--- src/rtl/step_run_controller.sv ---
// rtl/step_run_controller.sv - front-panel step/run sequencer driving the CPU clock-enable
module step_run_controller #(
    parameter int RUN_DIV = 4,
    parameter int CNT_W   = 16
) (
    input  logic             Clk,
    input  logic             ResetN,
    input  logic             StepP,
    input  logic             RunP,
    input  logic             ClearP,
    input  logic             HaltIn,
    output logic             CpuEn,
    output logic             Running,
    output logic             Halted,
    output logic [CNT_W-1:0] StepCount
);

    localparam int PRE_W = (RUN_DIV > 1) ? $clog2(RUN_DIV) : 1;
    localparam logic [PRE_W-1:0] PRE_LAST = PRE_W'(RUN_DIV - 1);

    typedef enum logic [1:0] {
        S_IDLE = 2'h0,
        S_STEP = 2'h1,
        S_RUN  = 2'h2,
        S_HALT = 2'h3
    } state_t;

    state_t           state, state_next;
    logic [PRE_W-1:0] pre, pre_next;

    always_ff @(posedge Clk or negedge ResetN) begin
        if (!ResetN) begin
            state     <= S_IDLE;
            pre       <= '0;
            StepCount <= '0;
        end else begin
            state <= state_next;
            pre   <= pre_next;
            if (ClearP)
                StepCount <= '0;
            else if (CpuEn)
                StepCount <= StepCount + CNT_W'(1);
        end
    end

    always_comb begin
        state_next = state;
        if (ClearP) begin
            state_next = S_IDLE;
        end else begin
            case (state)
                S_IDLE: begin
                    if (HaltIn)     state_next = S_HALT;
                    else if (RunP)  state_next = S_RUN;
                    else if (StepP) state_next = S_STEP;
                end
                S_STEP:  state_next = HaltIn ? S_HALT : S_IDLE;
                S_RUN: begin
                    if (HaltIn)    state_next = S_HALT;
                    else if (RunP) state_next = S_IDLE;
                end
                S_HALT:  state_next = S_HALT;
                default: state_next = S_IDLE;
            endcase
        end

        // Prescaler only advances while staying in Run; any exit or entry restarts it at zero.
        pre_next = '0;
        if (state == S_RUN && state_next == S_RUN)
            pre_next = (pre == PRE_LAST) ? '0 : pre + PRE_W'(1);
    end

    always_comb begin
        CpuEn   = (state == S_STEP) || ((state == S_RUN) && (pre == PRE_LAST));
        Running = (state == S_RUN);
        Halted  = (state == S_HALT);
    end

endmodule

--- config.mk ---
export PLATFORM = sky130hd
export DESIGN_NAME = step_run_controller
export DESIGN_NICKNAME = d
export VERILOG_FILES = /design/src/rtl/step_run_controller.sv
export SDC_FILE = /design/constraint.sdc
export NUM_CORES = 1
export LEC_CHECK = 0
export CAP_MARGIN = 0
export CORE_ASPECT_RATIO = 0.8
export CORE_MARGIN = 4
export CORE_UTILIZATION = 52
export DETAILED_ROUTE_END_ITERATION = 16
export PLACE_DENSITY = 0.9
export SYNTH_ARGS = -nofsm -noshare
export SYNTH_HDL_FRONTEND = slang
export SYNTH_SLANG_ARGS = --single-unit
--- constraint.sdc ---
create_clock -name Clk -period 3.6 [get_ports Clk]
set_input_delay 0.72 -clock Clk [delete_from_list [all_inputs] [get_ports Clk]]
set_output_delay 0.72 -clock Clk [all_outputs]
set_load 0.005 [all_outputs]
==> results by stage <==
Timing:
- The count of final hold-check violations was 0.
- Setup total negative slack on the finished layout was measured at 0 ps.
- The total setup violations reported at the end of the flow is 0.
- The number of slew-limit violations in the final report was 0.
- The smallest hold slack is 448 ps.
- For the final database, setup skew stands at 3.35 ps.
- Static timing analysis puts the maximum clock frequency at between 300 and 400 MHz.
- The clock period minus worst slack is ~2500 ps.
- Setup repair after global routing left no endpoint under its margin.
- The final cycle utilization of the critical path is 69.8%.
- In this run the tightest slew margin relative to its limit is between 30 and 40%.
- The worst-margin pin slew is ~900 ps.

Place:
- The count of input and output buffers is 24.
- The number of cells in the design after placement is between 150 and 200.
- The post-detailed-placement half-perimeter wirelength is between 1500 and 2000 µm.
- Routability-driven placement finished with a final weighted congestion of 0.720.

GRT:
- The number of antenna violations at the first check in global routing is 0.
- The largest net degree at the start of global routing is 21.
- For this run the aggregate overflow at the end of global routing stands at 0.
- The wire length of the first global-routing pass is approximately 3800 µm.
- The via count of the first global-routing pass is ~860.
- The global-route usage over all layers is between 10% and 20%.

Yosys:
- Among all cell types in the netlist, the one instantiated most often is sky130_fd_sc_hd__dfrtp_1.
- The synthesized design contains 0 enable-type register cells.
- Summed over its instances, the top area cell type makes up roughly 48% of the synthesized netlist area.
- The number of register bits inferred by synthesis is 20.
- In the synthesized netlist the dominant register cell turns out to be sky130_fd_sc_hd__dfrtp_1.
- After synthesis, the most frequently instantiated cells are sky130_fd_sc_hd__dfrtp_1 (20), sky130_fd_sc_hd__nor2_1 (11), sky130_fd_sc_hd__a21oi_1 (9), sky130_fd_sc_hd__xnor2_1 (8), sky130_fd_sc_hd__o21ai_0 (6).
- The post-synthesis sequential area ratio is roughly 48%.
- By area the synthesized netlist is led by sky130_fd_sc_hd__dfrtp_1 (48%), sky130_fd_sc_hd__xnor2_1 (6.7%), sky130_fd_sc_hd__a21oi_1 (4.3%).
- The share of synthesized registers carrying an async set or reset is 100%.
- Yosys printed 0 warnings.
- The largest total area in the synthesized netlist belongs to sky130_fd_sc_hd__dfrtp_1.
- Synthesis handed over a netlist of about 110 instances.
- The mapped netlist covers around 1000 µm².
- The netlist uses 31 different library cells.
- The mean post-synth cell area is 10.0 µm².
- The synthesized netlist net count is 113.

Floorplan:
- The overall die width is about 58 µm.
- The die covers between 2000 and 3000 µm².
- The height of the chip is roughly 48 µm.
- The initial utilization of the core area, before any placement, comes to a little under three fifths.
- The number of placement rows is 14.
- During I/O placement, the number of pins put on the boundary was 25.
- The core region is about 1900 µm².

Min path:
- The path with the worst hold slack has its endpoint at pre[0].
- The worst hold path begins at pre[0].
- The class of the worst hold path is flop to flop.
- The worst hold path stage count is 1.

Critical path:
- The stage delay of the slowest cell on the critical path is about 530 ps.
- The reg2reg setup slack is roughly 1800 ps.
- The cell family contributing the most delay on the critical path is buffers and inverters.
- Counting both buffers and inverters, the worst setup path holds a total of 1.
- STA classifies the critical path startpoint as a flop.
- The beginning of the worst register-to-register path is pre[0].
- Along the worst path, the maximum fanout reaches 6.
- The classification of the worst setup path is flop to output pin.
- The worst register-to-register path ends at StepCount[13].
- At the worst endpoint, the required time is roughly 2900 ps.
- The signal on the critical path passes through ha_1, nand3b_1, nand2_1, clkdlybuf4s50_1.
- At the worst endpoint, the arrival time is between 1500 and 2000 ps.
- STA classifies the critical path endpoint as an output pin.
- The slowest stage of the critical path belongs to the cell sky130_fd_sc_hd__clkdlybuf4s50_1.
- The worst-case reg-to-reg path depth is 5.

Outcome:
- The run finished with clean final reports.

Detailed routing:
- The residual DRC count is 0.
- The routed layout has slightly above 900 vias.
- The count of nets left with antenna violations once routing finished came out at 0.
- Dividing the detail-routed wire length by the instance count gives ~14 µm.
- Summed over all layers, the routed wires come to 2230 µm.
- After detailed routing, the number of vias per cell comes to between 5 and 6.
- In this run, the number of DRC markers left after iteration 0 of detailed routing was 25.
- The length of the first detailed-routing pass in iterations is 4.

Layout:
- The count of nets after finishing is 140.
- The post-route netlist has about 7% of its cells at a drive strength greater than 1.
- The growth of design area from synthesis to finish is 28.5%.
- The number of antenna cells inserted is 0.
- The final cell count without fillers is 155.

Clock network:
- In this run the number of H-tree levels came out at 1.
- At the later pin of the worst-skew pair, clock insertion delay measures approximately 310 ps.
- The clock-pin transition on the worst setup and hold timing paths is roughly 110 ps.
- The clock passes through at most 2 buffers.
- The number of resized instances in the post-cts repair step is 0.
- The number of buffers inserted by post-CTS setup repair is 0.
- The clock buffer count from CTS is 3.
- The root buffer cell chosen for the clock tree is sky130_fd_sc_hd__clkbuf_4.
- Clock tree synthesis found a total of 20 sinks.
- The CTS tree is built.
- Buffers inserted to repair hold after CTS numbered 0.

Pwr:
- The worst-case IR drop observed on VDD is around 220 µV.
- Power spread over the standard cell area amounts to 300 nW/µm².
- Summed over all cells, the static leakage comes to about 0.52 nW.

Job:
- The number of violations of the max-capacitance limit is 0.
cells in the final DEF, fill, tap and decap left out, types with 3 or more instances in the layout:
| cell | Yosys | routed |
|---|---|---|
| sky130_fd_sc_hd__o31ai_1 | 3 | 3 |
| sky130_fd_sc_hd__nor2b_1 | 3 | 3 |
| sky130_fd_sc_hd__xnor2_1 | 8 | 8 |
| sky130_fd_sc_hd__o21ai_0 | 6 | 6 |
| sky130_fd_sc_hd__nor2_1 | 11 | 11 |
| sky130_fd_sc_hd__nand3_1 | 3 | 3 |
| sky130_fd_sc_hd__nand2_1 | 5 | 5 |
| sky130_fd_sc_hd__a211oi_1 | 3 | 3 |
| sky130_fd_sc_hd__nand4_1 | 4 | 4 |
| sky130_fd_sc_hd__or3_1 | 4 | 4 |
| sky130_fd_sc_hd__clkbuf_4 | 0 | 3 |
| sky130_fd_sc_hd__dfrtp_1 | 20 | 20 |
| sky130_fd_sc_hd__clkdlybuf4s50_1 | 0 | 24 |
| sky130_fd_sc_hd__or4_1 | 3 | 3 |
| sky130_fd_sc_hd__a21oi_1 | 9 | 9 |
| sky130_fd_sc_hd__inv_1 | 3 | 3 |
through the flow:
stage / util (%) / setup slack (ps) / power (mW) / area (µm²)
floorplan: - / 1880 / 0.255 / 1050
global placement: 69.4 / 1140 / 0.275 / 1310
detailed placement: 69.4 / 1100 / 0.277 / 1310
CTS: 71.3 / 1050 / 0.412 / 1350
global route: 71.3 / 940 / 0.427 / 1350
finish: 71.3 / 1090 / 0.405 / 1350
worst register-to-register path: cells and delay by family, from the launching register on:
| kind | cells | cell delay, ps |
|---|---|---|
| adders and majority gates | 1 | 190 |
| AOI/OAI and AO/OA | 2 | 560 |
| DFF | 1 | 370 |
| and+or+nand+nor | 2 | 580 |
sequential cells by signal, summed over array words and instances (netlist names):
signal and flops:
state 2, StepCount 16, pre 2
cell families (layout without fill, tap and decap cells):
| kind of cell | count (synthesis) | in the layout | synth area share [%] |
|---|---|---|---|
| buffers and inverters | 5 | 31 | 1.79 |
| flip-flops | 20 | 20 | 47.7 |
| XOR/XNOR | 8 | 8 | 6.67 |
| adder cells (fa/ha/maj) | 2 | 2 | 2.38 |
| AND/OR/NAND/NOR | 44 | 44 | 25.1 |
| multiplexers | 1 | 1 | 0.954 |
| AO/OA/AOI/OAI | 25 | 25 | 15.4 |
worst max-delay path by stage:
stage / start / endpoint / slack (ps) / depth (start not counted)
6_report: pre[0] / CpuEn / 1090 / 4
5_1_grt: pre[0] / CpuEn / 940 / 4
4_1_cts: pre[0] / CpuEn / 1050 / 4
3_5_place_dp: ClearP / pre[0] / 1100 / 3
3_3_place_gp: ClearP / pre[0] / 1140 / 3
2_1_floorplan: ClearP / pre[0] / 1880 / 3
routing by layer:
metal	vias to the layer above	track usage (%)	wire, µm
met5	-	0	0
met4	0	6.94	21
met3	4	5.56	161
met2	32	32.9	1020
met1	432	21.0	1030
li1	446	-	-
layout make-up:
cell class | instances | area [µm²]
clock buffer | 4 | 36.3
inverter | 3 | 11.3
timing repair buffer | 24 | 240
sequential | 20 | 500
fill | 152 | 543
multi-input combinational | 80 | 531
tap | 24 | 30.0
power breakdown:
| group | leakage (nW) | total (mW) | internal (mW) | switching (mW) |
|---|---|---|---|---|
| sequential | 0.276 | 0.234 | 0.228 | 0.00608 |
| clock | 0.0210 | 0.133 | 0.0618 | 0.0712 |
| combinational | 0.219 | 0.0377 | 0.0198 | 0.0178 |
| total | 0.516 | 0.405 | 0.310 | 0.0951 |
No activity file was read; power rests on OpenSTA's default activity.
